--- config.mk ---
export PLATFORM = sky130hd
export DESIGN_NAME = msgpass_rd_addr_seq
export DESIGN_NICKNAME = d
export VERILOG_FILES = /design/src/rtl/msgpass_rd_addr_seq.sv
export SDC_FILE = /design/constraint.sdc
export NUM_CORES = 1
export LEC_CHECK = 0
export ABC_AREA = 1
export BUFFER_PORTS_ARGS = -buffer_cell sky130_fd_sc_hd__buf_2
export CORE_AREA = 2 2 73 75
export CTS_CLUSTER_DIAMETER = 60
export CTS_CLUSTER_SIZE = 12
export DETAILED_ROUTE_END_ITERATION = 8
export DIE_AREA = 0 0 75 77
export PLACE_DENSITY = 0.65
export SKIP_CTS_REPAIR_TIMING = 1
export SLEW_MARGIN = 20
export SYNTH_ARGS = -nofsm -noshare
export SYNTH_HDL_FRONTEND = slang
export SYNTH_SLANG_ARGS = --single-unit
--- constraint.sdc ---
create_clock -name sys_clk -period 4.6 [get_ports sys_clk]
set_input_delay 0.92 -clock sys_clk [delete_from_list [all_inputs] [get_ports sys_clk]]
set_output_delay 0.92 -clock sys_clk [all_outputs]
set_load 0.1 [all_outputs]
--- src/rtl/msgpass_rd_addr_seq.sv ---
// Multi-channel read-address sequencer for the message-pass buffer.
// Each channel walks a programmable [start,end] window with a programmable step, stalling on DRC.
module msgpass_rd_addr_seq #(
  parameter int CH_NUM         = 2,
  parameter int ADDR_WIDTH     = 3,
  parameter int STEP_WIDTH     = 2,
  parameter int DRC_NUM        = 1,
  parameter int WRAP_CNT_WIDTH = 4
) (
  input  logic                             sys_clk,
  input  logic                             rst,
  input  logic [CH_NUM-1:0]                read_begin_i,
  input  logic [CH_NUM-1:0]                read_end_i,
  input  logic [CH_NUM*ADDR_WIDTH-1:0]     start_addr_i,
  input  logic [CH_NUM*ADDR_WIDTH-1:0]     end_addr_i,
  input  logic [CH_NUM*STEP_WIDTH-1:0]     step_i,
  input  logic [CH_NUM*DRC_NUM-1:0]        is_drc_i,
  output logic [CH_NUM*ADDR_WIDTH-1:0]     addr_o,
  output logic [CH_NUM-1:0]                valid_o,
  output logic [CH_NUM-1:0]                wrap_o,
  output logic [CH_NUM*WRAP_CNT_WIDTH-1:0] wrap_cnt_o,
  output logic [CH_NUM-1:0]                done_o,
  output logic                             busy_o
);

  typedef enum logic {IDLE = 1'b0, RUN = 1'b1} state_t;

  // Sum is wide enough that addr+step can never alias back into the window.
  localparam int SUM_W = ((ADDR_WIDTH > STEP_WIDTH) ? ADDR_WIDTH : STEP_WIDTH) + 1;

  logic [CH_NUM-1:0] run_next;

  for (genvar k = 0; k < CH_NUM; k++) begin : g_ch
    state_t                    state, state_nx;
    logic [ADDR_WIDTH-1:0]     addr, addr_nx;
    logic [ADDR_WIDTH-1:0]     win_start, start_nx;
    logic [ADDR_WIDTH-1:0]     win_end, end_nx;
    logic [STEP_WIDTH-1:0]     step, step_nx;
    logic [WRAP_CNT_WIDTH-1:0] wcnt, wcnt_nx;
    logic                      wrap, wrap_nx;
    logic                      done, done_nx;
    logic [SUM_W-1:0]          sum;
    logic [ADDR_WIDTH-1:0]     in_start, in_end;
    logic [STEP_WIDTH-1:0]     in_step;
    logic                      drc;

    assign in_start = start_addr_i[k*ADDR_WIDTH +: ADDR_WIDTH];
    assign in_end   = end_addr_i[k*ADDR_WIDTH +: ADDR_WIDTH];
    assign in_step  = step_i[k*STEP_WIDTH +: STEP_WIDTH];
    assign drc      = |is_drc_i[k*DRC_NUM +: DRC_NUM];

    always_comb begin
      state_nx = state;
      addr_nx  = addr;
      start_nx = win_start;
      end_nx   = win_end;
      step_nx  = step;
      wcnt_nx  = wcnt;
      wrap_nx  = 1'b0;
      done_nx  = 1'b0;
      sum      = SUM_W'(addr) + SUM_W'(step);
      case (state)
        IDLE: begin
          if (read_begin_i[k]) begin
            state_nx = RUN;
            start_nx = in_start;
            end_nx   = (in_end < in_start) ? in_start : in_end;
            step_nx  = (in_step == '0) ? STEP_WIDTH'(1) : in_step;
            addr_nx  = in_start;
            wcnt_nx  = '0;
          end
        end
        RUN: begin
          if (read_end_i[k]) begin
            state_nx = IDLE;
            done_nx  = 1'b1;
          end else if (!drc) begin
            if (sum > SUM_W'(win_end)) begin
              addr_nx = win_start;
              wrap_nx = 1'b1;
              if (wcnt != '1) wcnt_nx = wcnt + 1'b1;
            end else begin
              addr_nx = sum[ADDR_WIDTH-1:0];
            end
          end
        end
        default: state_nx = IDLE;
      endcase
    end

    always_ff @(posedge sys_clk or posedge rst) begin
      if (rst) begin
        state     <= IDLE;
        addr      <= '0;
        win_start <= '0;
        win_end   <= '0;
        step      <= '0;
        wcnt      <= '0;
        wrap      <= 1'b0;
        done      <= 1'b0;
      end else begin
        state     <= state_nx;
        addr      <= addr_nx;
        win_start <= start_nx;
        win_end   <= end_nx;
        step      <= step_nx;
        wcnt      <= wcnt_nx;
        wrap      <= wrap_nx;
        done      <= done_nx;
      end
    end

    assign run_next[k]                                      = (state_nx == RUN);
    assign addr_o[k*ADDR_WIDTH +: ADDR_WIDTH]               = addr;
    assign valid_o[k]                                       = (state == RUN);
    assign wrap_o[k]                                        = wrap;
    assign wrap_cnt_o[k*WRAP_CNT_WIDTH +: WRAP_CNT_WIDTH]   = wcnt;
    assign done_o[k]                                        = done;
  end

  always_ff @(posedge sys_clk or posedge rst) begin
    if (rst) busy_o <= 1'b0;
    else     busy_o <= |run_next;
  end

endmodule

=== Word-level counts from Yosys, hierarchy flattened ===
Cells that the tools add are included.

* Register bits after elaboration: 37
* Input bits: 24
* Output and inout bits: 21
* Logic and storage cells: 92

* Add/sub/neg operators: 4
* Magnitude comparators: 4
* Equality and inequality tests: 12
* Muxes and demuxes: 44
* Bitwise gates (word level): 2
* Reduce and logical (&&, ||, !) cells: 9

{| class="wikitable"
|+ Operators with widths
! cell !! count
|-
| 4-bit 2-to-1 mux || 10
|-
| 3-bit 2-to-1 mux || 10
|-
| 1-bit 2-to-1 mux || 16
|-
| 4-bit case mux with 2 select lines || 2
|-
| 2-bit inequality test (second input constant) || 6
|-
| 3-bit case mux with 2 select lines || 2
|-
| 5-bit AND reduction || 2
|-
| 3-bit by 2-bit adder with 4-bit output || 2
|-
| 4-bit by 1-bit adder with 4-bit output (second input constant) || 2
|-
| 4-bit by 3-bit greater-than comparator with 1-bit output || 2
|-
| 2-bit by 1-bit inequality test with 1-bit output (second input constant) || 4
|-
| 4-bit inequality test (second input constant) || 2
|-
| 3-bit < comparator || 2
|-
| 3-bit AND reduction || 2
|-
| 2-bit zero test || 2
|-
| 2-bit 2-to-1 mux || 2
|-
| 1-bit case mux with 2 select lines || 2
|-
| 2-bit AND reduction || 2
|-
| 1-bit NOT || 2
|-
| 2-bit OR reduction || 1
|}

=== Depth between registers and ports, before layout ===
Gate-level depths: netlist of run 1.

* Word-level depth: 6
* Mapped depth: 13
* Depth with buffers taken out: 13

=== Worst setup path before layout of run 1 ===
Ideal clock, no wire load.

* Path type: register to register
* From: register g_ch[0].addr[0]
* To: register g_ch[0].wcnt[0]
* Setup time: 0.123 ns
* Arrival: 2.646 ns
* Required time: 4.477 ns
* Setup slack: 1.831 ns
* Stages on the path, launching flop included: 13
* Path buffers: 0
* Clock period less this slack: 2.769 ns
* Cell sequence: dfrtp_1 ha_1 fa_1 xnor2_1 inv_1 ha_1 nand2_1 nand2_1 nand2_1 nand3_1 nand3_4 nand2_1 o21ai_2

* Longest elaborated chain between the ends: 4

{| class="wikitable"
|+ Ends and longest elaborated chain
! what !! line !! source
|-
| start, declared || 35 || <nowiki>logic [ADDR_WIDTH-1:0] addr, addr_nx;</nowiki>
|-
| start signal, assigned || 103 || <nowiki>addr <= addr_nx;</nowiki>
|-
| 3-bit by 2-bit adder with 4-bit output || 61 || <nowiki>sum = SUM_W'(addr) + SUM_W'(step);</nowiki>
|-
| 4-bit by 3-bit greater-than comparator with 1-bit output || 78 || <nowiki>if (sum > SUM_W'(win_end)) begin</nowiki>
|-
| 2-bit by 1-bit inequality test with 1-bit output (no source line) || -- ||
|-
| 5-bit AND reduction (no source line) || -- ||
|-
| end signal, assigned || 107 || <nowiki>wcnt <= wcnt_nx;</nowiki>
|-
| end, declared || 39 || <nowiki>logic [WRAP_CNT_WIDTH-1:0] wcnt, wcnt_nx;</nowiki>
|}

No other way between the ends.
A chain may end at the register's enable or synchronous reset.

=== Worst setup path in the final report of run 1 ===
Same ends and word-level chain as after synthesis.

==> results.py, run 1 <==
metrics = {
    "route": {
        "first_pass_iters": 4,
        "drc_errors": 0,
        "avgViaCountPerCell": 4.86,
        "wl_per_cell_um": 11.7,
        "drt-initial-drc-count": 97,
        "vias": 1871,
        "routed_wl_mm": 4.52,
        "ant_nets": 0,
    },
    "yosys": {
        "syn-mean-instance-area_um2": 8.28,
        "netlist_area_um2": 2250,
        "ys_types": 27,
        "ys_ff_latch": 37,
        "netlist_instances": 272,
        "yosysWarnings": 0,
        "syn_nets": 314,
        "ys_seq_area_frac": 0.411,
    },
    "sta": {
        "report.final.slew_viol_count": 0,
        "finClkSkew_ns": 0.00962,
        "period_minus_slack_ns": 2.40,
        "finalSetupViolCount": 0,
        "hold_violations": 0,
        "setup_ws_ns": 2.20,
        "rsz0062_at_grt": "false",
        "worst_slew_pin_slew_ns": 0.790,
        "min_period_over_period": 0.522,
        "fmax_mhz": 416,
        "tns_ns": 0,
        "whs_ns": 0.498,
        "slew_headroom": 0.472,
    },
    "power": {
        "clkPwrFrac": 0.118,
        "p_per_area_nw_per_um2": 738,
        "power_frac_seq": 0.257,
        "comb_power_share": 0.625,
        "swShare": 0.559,
        "power.internal_uw": 839,
        "power_switching_mw": 1.06,
        "leakagePower_nw": 1.35,
        "irDropWorstVdd_uv": 318,
    },
    "place": {
        "dp_hpwl_mm": 3.48,
        "gp_congestion": 0.838,
        "placed_area_um2": 2490,
        "dpl_worst_slack_ns": 2.20,
        "io_buffer_count": 44,
    },
    "critical_path": {
        "cp.buffers_inverters": 1,
        "cp_common_cell": "nand2_1",
        "timing_worst_setup_path_type": "flop to flop",
        "path_cells": "ha_1 -> fa_1 -> xnor2_1 -> inv_1 -> ha_1 -> nand2_1 -> nand2_1 -> nand2_1 -> nand3_1 -> nand3_4 -> nand2_1 -> o21ai_2",
        "cp_top_family": "adder cells",
        "cpPeakStageDelay_ns": 0.41,
        "crit_fanout": 8,
        "critPathSlowestCell": "dfrtp_1",
        "cp.arrival_ns": 2.59,
        "crit_path_end_kind": "flop",
        "start_kind": "flop",
        "critPathRequiredTime_ns": 4.78,
    },
    "job": {
        "max_cap_viol_count": 0,
    },
    "clocking": {
        "path_clk_slew_ns": 0.08,
        "clk_latency_ns": 0.30,
        "htreeDepth": 2,
        "tritoncts": "yes",
        "clockRootBuffer": "clkbuf_8",
        "cts.sinks": 37,
        "numCtsBuffers": 5,
        "clk_path_buf_depth": 2,
    },
    "layout": {
        "final_nets": 356,
        "final_common_cell": "nand2_1",
        "drive_gt1_frac": 0.222,
        "final_cell_mix": "57 x nand2_1, 44 x buf_2, 37 x dfrtp_1",
        "antenna_cells": 0,
        "final_area_um2": 2570,
        "num-fill-cells": 502,
        "area_growth_pct": 14.3,
    },
    "global_routing": {
        "grt_start_max_net_pins": 38,
        "grt_first_pass_wirelength_mm": 7.89,
        "antenna_found_initial": 0,
        "gr-total-overflow": 0,
        "grt_pass1_vias": 1786,
        "track_usage": 0.174,
    },
    "die": {
        "ios": 45,
        "row_count": 26,
        "die_w_um": 75,
        "coreArea_um2": 4980,
        "die_area_um2": 5780,
        "initial_core_util": 0.452,
        "die_y_um": 77,
    },
    "worst_hold_path": {
        "hold_path.class": "flop to flop",
    },
    "run_status": {
        "outcome": "finished, final reports clean",
    },
}
==> power groups by stage <==
stage | Clock [mW] | Combinational, mW | Sequential (mW)
floorplan | 0 | 0.693 | 0.787
global route | 0.246 | 1.31 | 0.503
detailed placement | 0 | 1.19 | 0.496
CTS | 0.232 | 1.19 | 0.490
finish | 0.225 | 1.19 | 0.488
global placement | 0 | 1.16 | 0.496
==> worst min-delay path, cell delays in order, from the launching register on <==
cell,delay [ns]
dfrtp_1,0.36
nand2_1,0.06
nand2_1,0.06
==> cells in the mapped netlist, drive strengths merged <==
cell type / instances / area share
nand3: 29 / 0.076
o211ai: 2 / 0.0067
o21ai: 24 / 0.067
xnor2: 2 / 0.0078
ha: 16 / 0.089
or2: 4 / 0.013
nand2: 57 / 0.095
a211oi: 2 / 0.0067
a31o: 2 / 0.0078
dfrtp: 37 / 0.41
nor2: 11 / 0.018
inv: 44 / 0.076
nand4: 5 / 0.014
a21oi: 20 / 0.044
buf: 10 / 0.034
o22a: 2 / 0.0078
fa: 2 / 0.018
o22ai: 3 / 0.0083
==> metrics by stage <==
stage	utilization	instances	power (mW)
floorplan	-	272	1.48
global placement	0.500	377	1.66
detailed placement	0.500	377	1.68
CTS	0.517	385	1.91
global route	0.517	385	2.06
finish	0.517	385	1.90
==> sequential cells by signal, indices dropped and copies added (netlist names) <==
signal,flops
busy_o,1
g_ch.addr,6
g_ch.done,2
g_ch.state,2
g_ch.step,4
g_ch.wcnt,8
g_ch.win_end,6
g_ch.win_start,6
g_ch.wrap,2
==> cells by family (layout without fill, tap and decap cells) <==
| family | count (synthesis) | count (layout) | synth area share |
|---|---|---|---|
| buffers and inverters | 54 | 97 | 0.110 |
| adder cells (fa/ha/maj) | 18 | 18 | 0.107 |
| XOR/XNOR | 2 | 2 | 0.00778 |
| flip-flops | 37 | 37 | 0.411 |
| AO/OA/AOI/OAI | 55 | 55 | 0.148 |
| AND/OR/NAND/NOR | 106 | 106 | 0.216 |
==> area by class of cell <==
type,instances,area (µm²),area share
inverters,44,170,0.0661
repair buffers,45,228,0.0885
well taps,70,87.6,0.0340
multi-input cells,181,1080,0.419
flip-flops and latches,37,926,0.360
clock buffers,7,76.3,0.0297
clock inverters,1,7.51,0.00292
==> per-layer routing <==
metal  up-vias  track usage  part of all wire
met5         -            0                 0
met4         0       0.0643             0.013
met3         6       0.0368             0.052
met2        47        0.270              0.46
met1       843        0.236              0.47
li1        975            -                 -
==> final timing paths <==
kind	startpoint	end	slack, ns	cells past startpoint
worst min register to register	g_ch[0].win_end[0]	g_ch[0].win_end[0]	0.50	2
worst max-delay path	g_ch[0].addr[0]	g_ch[0].wcnt[0]	2.20	12
worst max register to register	g_ch[0].addr[0]	g_ch[0].wcnt[0]	2.20	12
worst min-delay path	g_ch[0].win_end[0]	g_ch[0].win_end[0]	0.50	2
min in group asynchronous	rst	g_ch[0].step[1]	0.72	3
max in group asynchronous	rst	g_ch[1].step[1]	3.55	3
(Power assumes the default switching activity.)
==> run 2, diff against run 1 <==
ABC_AREA = 0   (was 1)
CORE_AREA = 2 2 75 77   (was 2 2 73 75)
DIE_AREA = 0 0 77 79   (was 0 0 75 77)
PLACE_DENSITY = 0.64   (was 0.65)
clock period = 2.3 ns   (was 4.6 ns; I/O delays follow)
==> run 2 against run 1 <==
The flow now finishes with violations (setup timing). Sequential cell count is the same. Critical path depth fell by 3. Wire length rose by 28%.
==> results.py, run 2 <==
metrics = {
    "clocking": {
        "htreeDepth": 2,
        "numCtsBuffers": 5,
        "cts.sinks": 37,
        "clk_path_buf_depth": 2,
        "path_clk_slew_ns": 0.08,
        "clk_latency_ns": 0.29,
        "clockRootBuffer": "clkbuf_8",
        "tritoncts": "yes",
    },
    "critical_path": {
        "r2r-end": "g_ch[0].wcnt[2]",
        "cp.arrival_ns": 2.64,
        "timing_worst_setup_path_type": "flop to flop",
        "critPathRequiredTime_ns": 2.49,
        "start_kind": "flop",
        "crit_fanout": 5,
        "crit_path_end_kind": "flop",
        "worst-r2r-setup-slack_ns": -0.15,
        "r2r_start": "g_ch[0].addr[0]",
        "rr_worst_depth": 9,
    },
    "die": {
        "row_count": 27,
        "coreArea_um2": 5340,
        "die_y_um": 79,
        "ios": 45,
        "die_area_um2": 6080,
        "initial_core_util": 0.445,
        "die_w_um": 77,
    },
    "yosys": {
        "async_reset_ff_frac": 1.00,
        "yosysMostFrequentCell": "dfrtp_1",
        "ys_ff_latch": 37,
        "yosysWarnings": 0,
        "synth_common_cells": "37 x dfrtp_1, 29 x nand2_1, 23 x inv_1",
        "netlist_instances": 257,
        "netlist_area_um2": 2380,
        "synth_flop_cell": "dfrtp_1",
        "yosysTopAreaCell": "dfrtp_1",
        "synth.area.top_cells": "dfrtp_1 39%, ha_1 8.4%, nand2_1 4.6%",
        "syn_nets": 299,
        "syn-mean-instance-area_um2": 9.25,
        "synth-edff-count": 0,
        "ys_types": 46,
        "ys_seq_area_frac": 0.390,
        "synth_top_area_share": 0.390,
    },
    "global_routing": {
        "gr-total-overflow": 0,
        "grt_pass1_vias": 1937,
        "antenna_found_initial": 0,
        "track_usage": 0.185,
        "grt_start_max_net_pins": 38,
        "grt_first_pass_wirelength_mm": 8.89,
    },
    "sta": {
        "worst_slew_pin_slew_ns": 0.822,
        "hold_violations": 0,
        "report.final.slew_viol_count": 0,
        "whs_ns": 0.263,
        "slew_headroom": 0.451,
        "rsz0062_at_grt": "true",
        "finClkSkew_ns": 0.00752,
        "setup_ws_ns": -0.151,
        "fmax_mhz": 408,
        "period_minus_slack_ns": 2.45,
        "finalSetupViolCount": 16,
        "min_period_over_period": 1.07,
    },
    "route": {
        "vias": 2100,
        "drc_errors": 0,
        "wl_per_cell_um": 15.1,
        "first_pass_iters": 4,
        "ant_nets": 0,
        "avgViaCountPerCell": 5.48,
        "drt-initial-drc-count": 84,
        "routed_wl_mm": 5.79,
    },
    "place": {
        "io_buffer_count": 44,
        "dp_hpwl_mm": 4.01,
        "gp_congestion": 0.875,
    },
    "job": {
        "max_cap_viol_count": 0,
    },
    "worst_hold_path": {
        "hold_path.class": "input pin to async pin",
    },
    "run_status": {
        "violations": "setup timing",
        "outcome": "complete, but fails checks",
    },
    "layout": {
        "antenna_cells": 0,
        "top_register": "g_ch.wcnt",
        "final_common_cell": "buf_2",
        "final_nets": 352,
        "final_cell_mix": "44 x buf_2, 31 x dfrtp_1, 29 x nand2_1",
        "drive_gt1_frac": 0.373,
        "largest_reg_flops": 8,
        "area_growth_pct": 27.2,
    },
}
run 2: stage by stage:
step	instances	utilization	setup WS, ns	TNS [ns]	instance area (µm²)
after detailed placement	370	0.513	-0.127	-1.20	2740
after global placement	370	0.513	-0.0750	-0.511	2740
after CTS	378	0.528	-0.145	-1.39	2820
after global routing	383	0.566	-0.255	-2.97	3020
final	383	0.566	-0.151	-1.49	3020
after floorplan	257	-	-0.177	-1.84	2440
run 2: final cells by class:
type	count	area, µm²
Tap cell	72	90.1
Clock buffer	6	72.6
Multi-Input combinational cell	183	1480
Inverter	23	86.3
Fill cell	502	2310
Timing Repair Buffer	60	348
Clock inverter	2	10.0
Sequential cell	37	938
run 2: worst max-delay path, stage by stage, from the launching register on:
cell	delay, ns
dfrtp_4	0.49
ha_4	0.17
fa_2	0.35
xor2_2	0.21
ha_4	0.24
buf_6	0.12
a21oi_4	0.26
a21o_4	0.22
a211oi_2	0.08
o221a_1	0.21
run 2: worst max-delay path by stage:
stage	startpoint	to	slack, ns
5_1_grt	g_ch[0].addr[0]	g_ch[0].addr[0]	-0.25
2_1_floorplan	g_ch[0].addr[0]	g_ch[0].wcnt[2]	-0.18
4_1_cts	g_ch[0].addr[0]	g_ch[0].wcnt[2]	-0.14
6_report	g_ch[0].addr[0]	g_ch[0].wcnt[2]	-0.15
3_3_place_gp	g_ch[1].addr[0]	g_ch[1].wcnt[2]	-0.08
3_5_place_dp	g_ch[0].addr[0]	g_ch[0].wcnt[2]	-0.13
run 2: layer usage:
metal  global-route usage  vias up  part of all wire
met5                    0        -                 0
li1                     -     1011                 -
met2                0.328       52              0.52
met3               0.0318        9             0.039
met4               0.0857        0             0.021
met1                0.219     1028              0.42
run 2: kinds of logic (layout without fill, tap and decap cells):
| logic type | after synthesis | after routing | synth area share |
|---|---|---|---|
| AO/OA/AOI/OAI | 74 | 74 | 0.212 |
| multiplexers | 6 | 6 | 0.0253 |
| XOR/XNOR | 2 | 2 | 0.00737 |
| buffers and inverters | 37 | 91 | 0.0764 |
| flip-flops | 37 | 37 | 0.390 |
| AND/OR/NAND/NOR | 83 | 83 | 0.189 |
| adder cells (fa/ha/maj) | 18 | 18 | 0.101 |
Power of run 2 is left out: the tool's default activity adds up to more than one toggle a clock period on the data nets, which glitch-free logic cannot reach.
==> run 3, diff against run 2 <==
CELL_PAD_IN_SITES_DETAIL_PLACEMENT = 1   (was not set)
CELL_PAD_IN_SITES_GLOBAL_PLACEMENT = 1   (was not set)
CORE_AREA = 2 2 79 81   (was 2 2 75 77)
DIE_AREA = 0 0 81 83   (was 0 0 77 79)
PLACE_DENSITY = 0.74   (was 0.64)
clock period = 2.37 ns   (was 2.3 ns; I/O delays follow)
==> run 3 against run 2 <==
The flow still finishes with violations (setup timing). Global-route usage up 1.1 points. Critical path depth unchanged. Die area is 11% higher. Via count down 2.0%. Wire length increased by 9.1%. Maximum frequency fell by 0.29%. Count of clock-buffer cells in the layout up 1. Non-clock buffer count decreased by 4. Worst setup slack improved by 0.063 ns. Clock skew up 0.0036 ns. Cell area is 0.74% lower. Hold slack better by 0.0048 ns. Critical endpoint is now g_ch[0].addr[2]. Largest cell class unchanged.
==> results.py, run 3 (same netlist as run 2, synthesis figures left out) <==
metrics = {
    "place": {
        "dpl_worst_slack_ns": -0.115,
        "dp_hpwl_mm": 4.58,
        "dp_cells": 368,
        "io_buffer_count": 44,
        "gp_congestion": 0.817,
    },
    "critical_path": {
        "start_kind": "flop",
        "cp.arrival_ns": 2.63,
        "critPathRequiredTime_ns": 2.54,
        "crit_path_end_kind": "flop",
        "timing_worst_setup_path_type": "flop to flop",
        "crit_fanout": 5,
    },
    "sta": {
        "period_minus_slack_ns": 2.46,
        "report.final.slew_viol_count": 0,
        "worst_slew_pin_slew_ns": 0.831,
        "finClkSkew_ns": 0.0111,
        "fmax_mhz": 407,
        "rsz0062_at_grt": "true",
        "finalSetupViolCount": 10,
        "slew_headroom": 0.445,
        "tns_ns": -0.474,
        "whs_ns": 0.268,
        "setup_ws_ns": -0.0885,
        "hold_violations": 0,
        "min_period_over_period": 1.04,
    },
    "layout": {
        "area_growth_pct": 26.3,
        "final_common_cell": "buf_2",
        "top_register": "g_ch.wcnt",
        "drive_gt1_frac": 0.368,
        "stdcell_count": 382,
        "largest_reg_flops": 8,
        "num-fill-cells": 708,
        "final_nets": 348,
        "final_cell_mix": "44 x buf_2, 31 x dfrtp_1, 29 x nand2_1",
        "antenna_cells": 0,
    },
    "die": {
        "die_w_um": 81,
        "die_y_um": 83,
        "coreArea_um2": 5820,
        "initial_core_util": 0.409,
        "die_area_um2": 6720,
        "row_count": 28,
        "ios": 45,
    },
    "global_routing": {
        "grt_first_pass_wirelength_mm": 10.3,
        "gr-total-overflow": 0,
        "grt_pass1_vias": 2145,
        "antenna_found_initial": 0,
        "grt_start_max_net_pins": 38,
        "track_usage": 0.196,
    },
    "route": {
        "ant_nets": 0,
        "drt-initial-drc-count": 45,
        "vias": 2057,
        "wl_per_cell_um": 16.5,
        "first_pass_iters": 4,
        "routed_wl_mm": 6.32,
        "avgViaCountPerCell": 5.38,
        "drc_errors": 0,
    },
    "clocking": {
        "cts.sinks": 37,
        "path_clk_slew_ns": 0.08,
        "numCtsBuffers": 5,
        "clk_latency_ns": 0.30,
        "clockRootBuffer": "clkbuf_8",
        "htreeDepth": 2,
        "clk_path_buf_depth": 2,
        "tritoncts": "yes",
    },
    "worst_hold_path": {
        "hold_path.class": "input pin to async pin",
    },
    "job": {
        "max_cap_viol_count": 0,
    },
    "run_status": {
        "violations": "setup timing",
        "outcome": "complete, but fails checks",
    },
}
## run 3: cell type report
type                            instances  area [µm²]  share of cell area
Multi-Input combinational cell        183        1470               0.489
Sequential cell                        37         938               0.313
Timing Repair Buffer                   56         314               0.105
Clock buffer                            7        96.3              0.0321
Tap cell                               75        93.8              0.0313
Inverter                               23        86.3              0.0288
Clock inverter                          1        5.00             0.00167
## run 3: worst max-delay path, stage by stage (launching register included)
cell      delay (ns)
dfrtp_4         0.49
ha_4            0.17
fa_2            0.35
xor2_2          0.18
ha_4            0.31
nand3b_1        0.22
a21o_4          0.30
buf_6           0.12
a21oi_2         0.13
o31ai_1         0.08
## run 3: layer usage
layer / part of all wire / GRT usage / vias up / wire, µm
li1: - / - / 1009 / -
met1: 0.45 / 0.244 / 1013 / 2820
met2: 0.51 / 0.331 / 28 / 3230
met3: 0.026 / 0.0359 / 7 / 164
met4: 0.016 / 0.0740 / 0 / 99
met5: 0 / 0 / - / 0
## run 3: worst paths after layout
path / slack, ns / depth (start not counted) / to / start
max: -0.09 / 9 / g_ch[0].addr[2] / g_ch[0].addr[0]
min: 0.27 / 3 / g_ch[1].win_end[2] / rst
max reg2reg: -0.09 / 9 / g_ch[0].addr[2] / g_ch[0].addr[0]
min reg2reg: 0.49 / 2 / g_ch[1].win_end[2] / g_ch[1].win_end[2]
max in group asynchronous: 1.72 / 3 / g_ch[0].addr[0] / rst
min in group sys_clk: 0.37 / 2 / g_ch[1].step[0] / step_i[3]
## run 3: per-stage QoR
step / util / area (µm²)
finish: 0.516 / 3000
global route: 0.516 / 3000
CTS: 0.482 / 2800
detailed placement: 0.465 / 2700
global placement: 0.465 / 2700
floorplan: - / 2440
Power of run 3 is left out for the same reason.
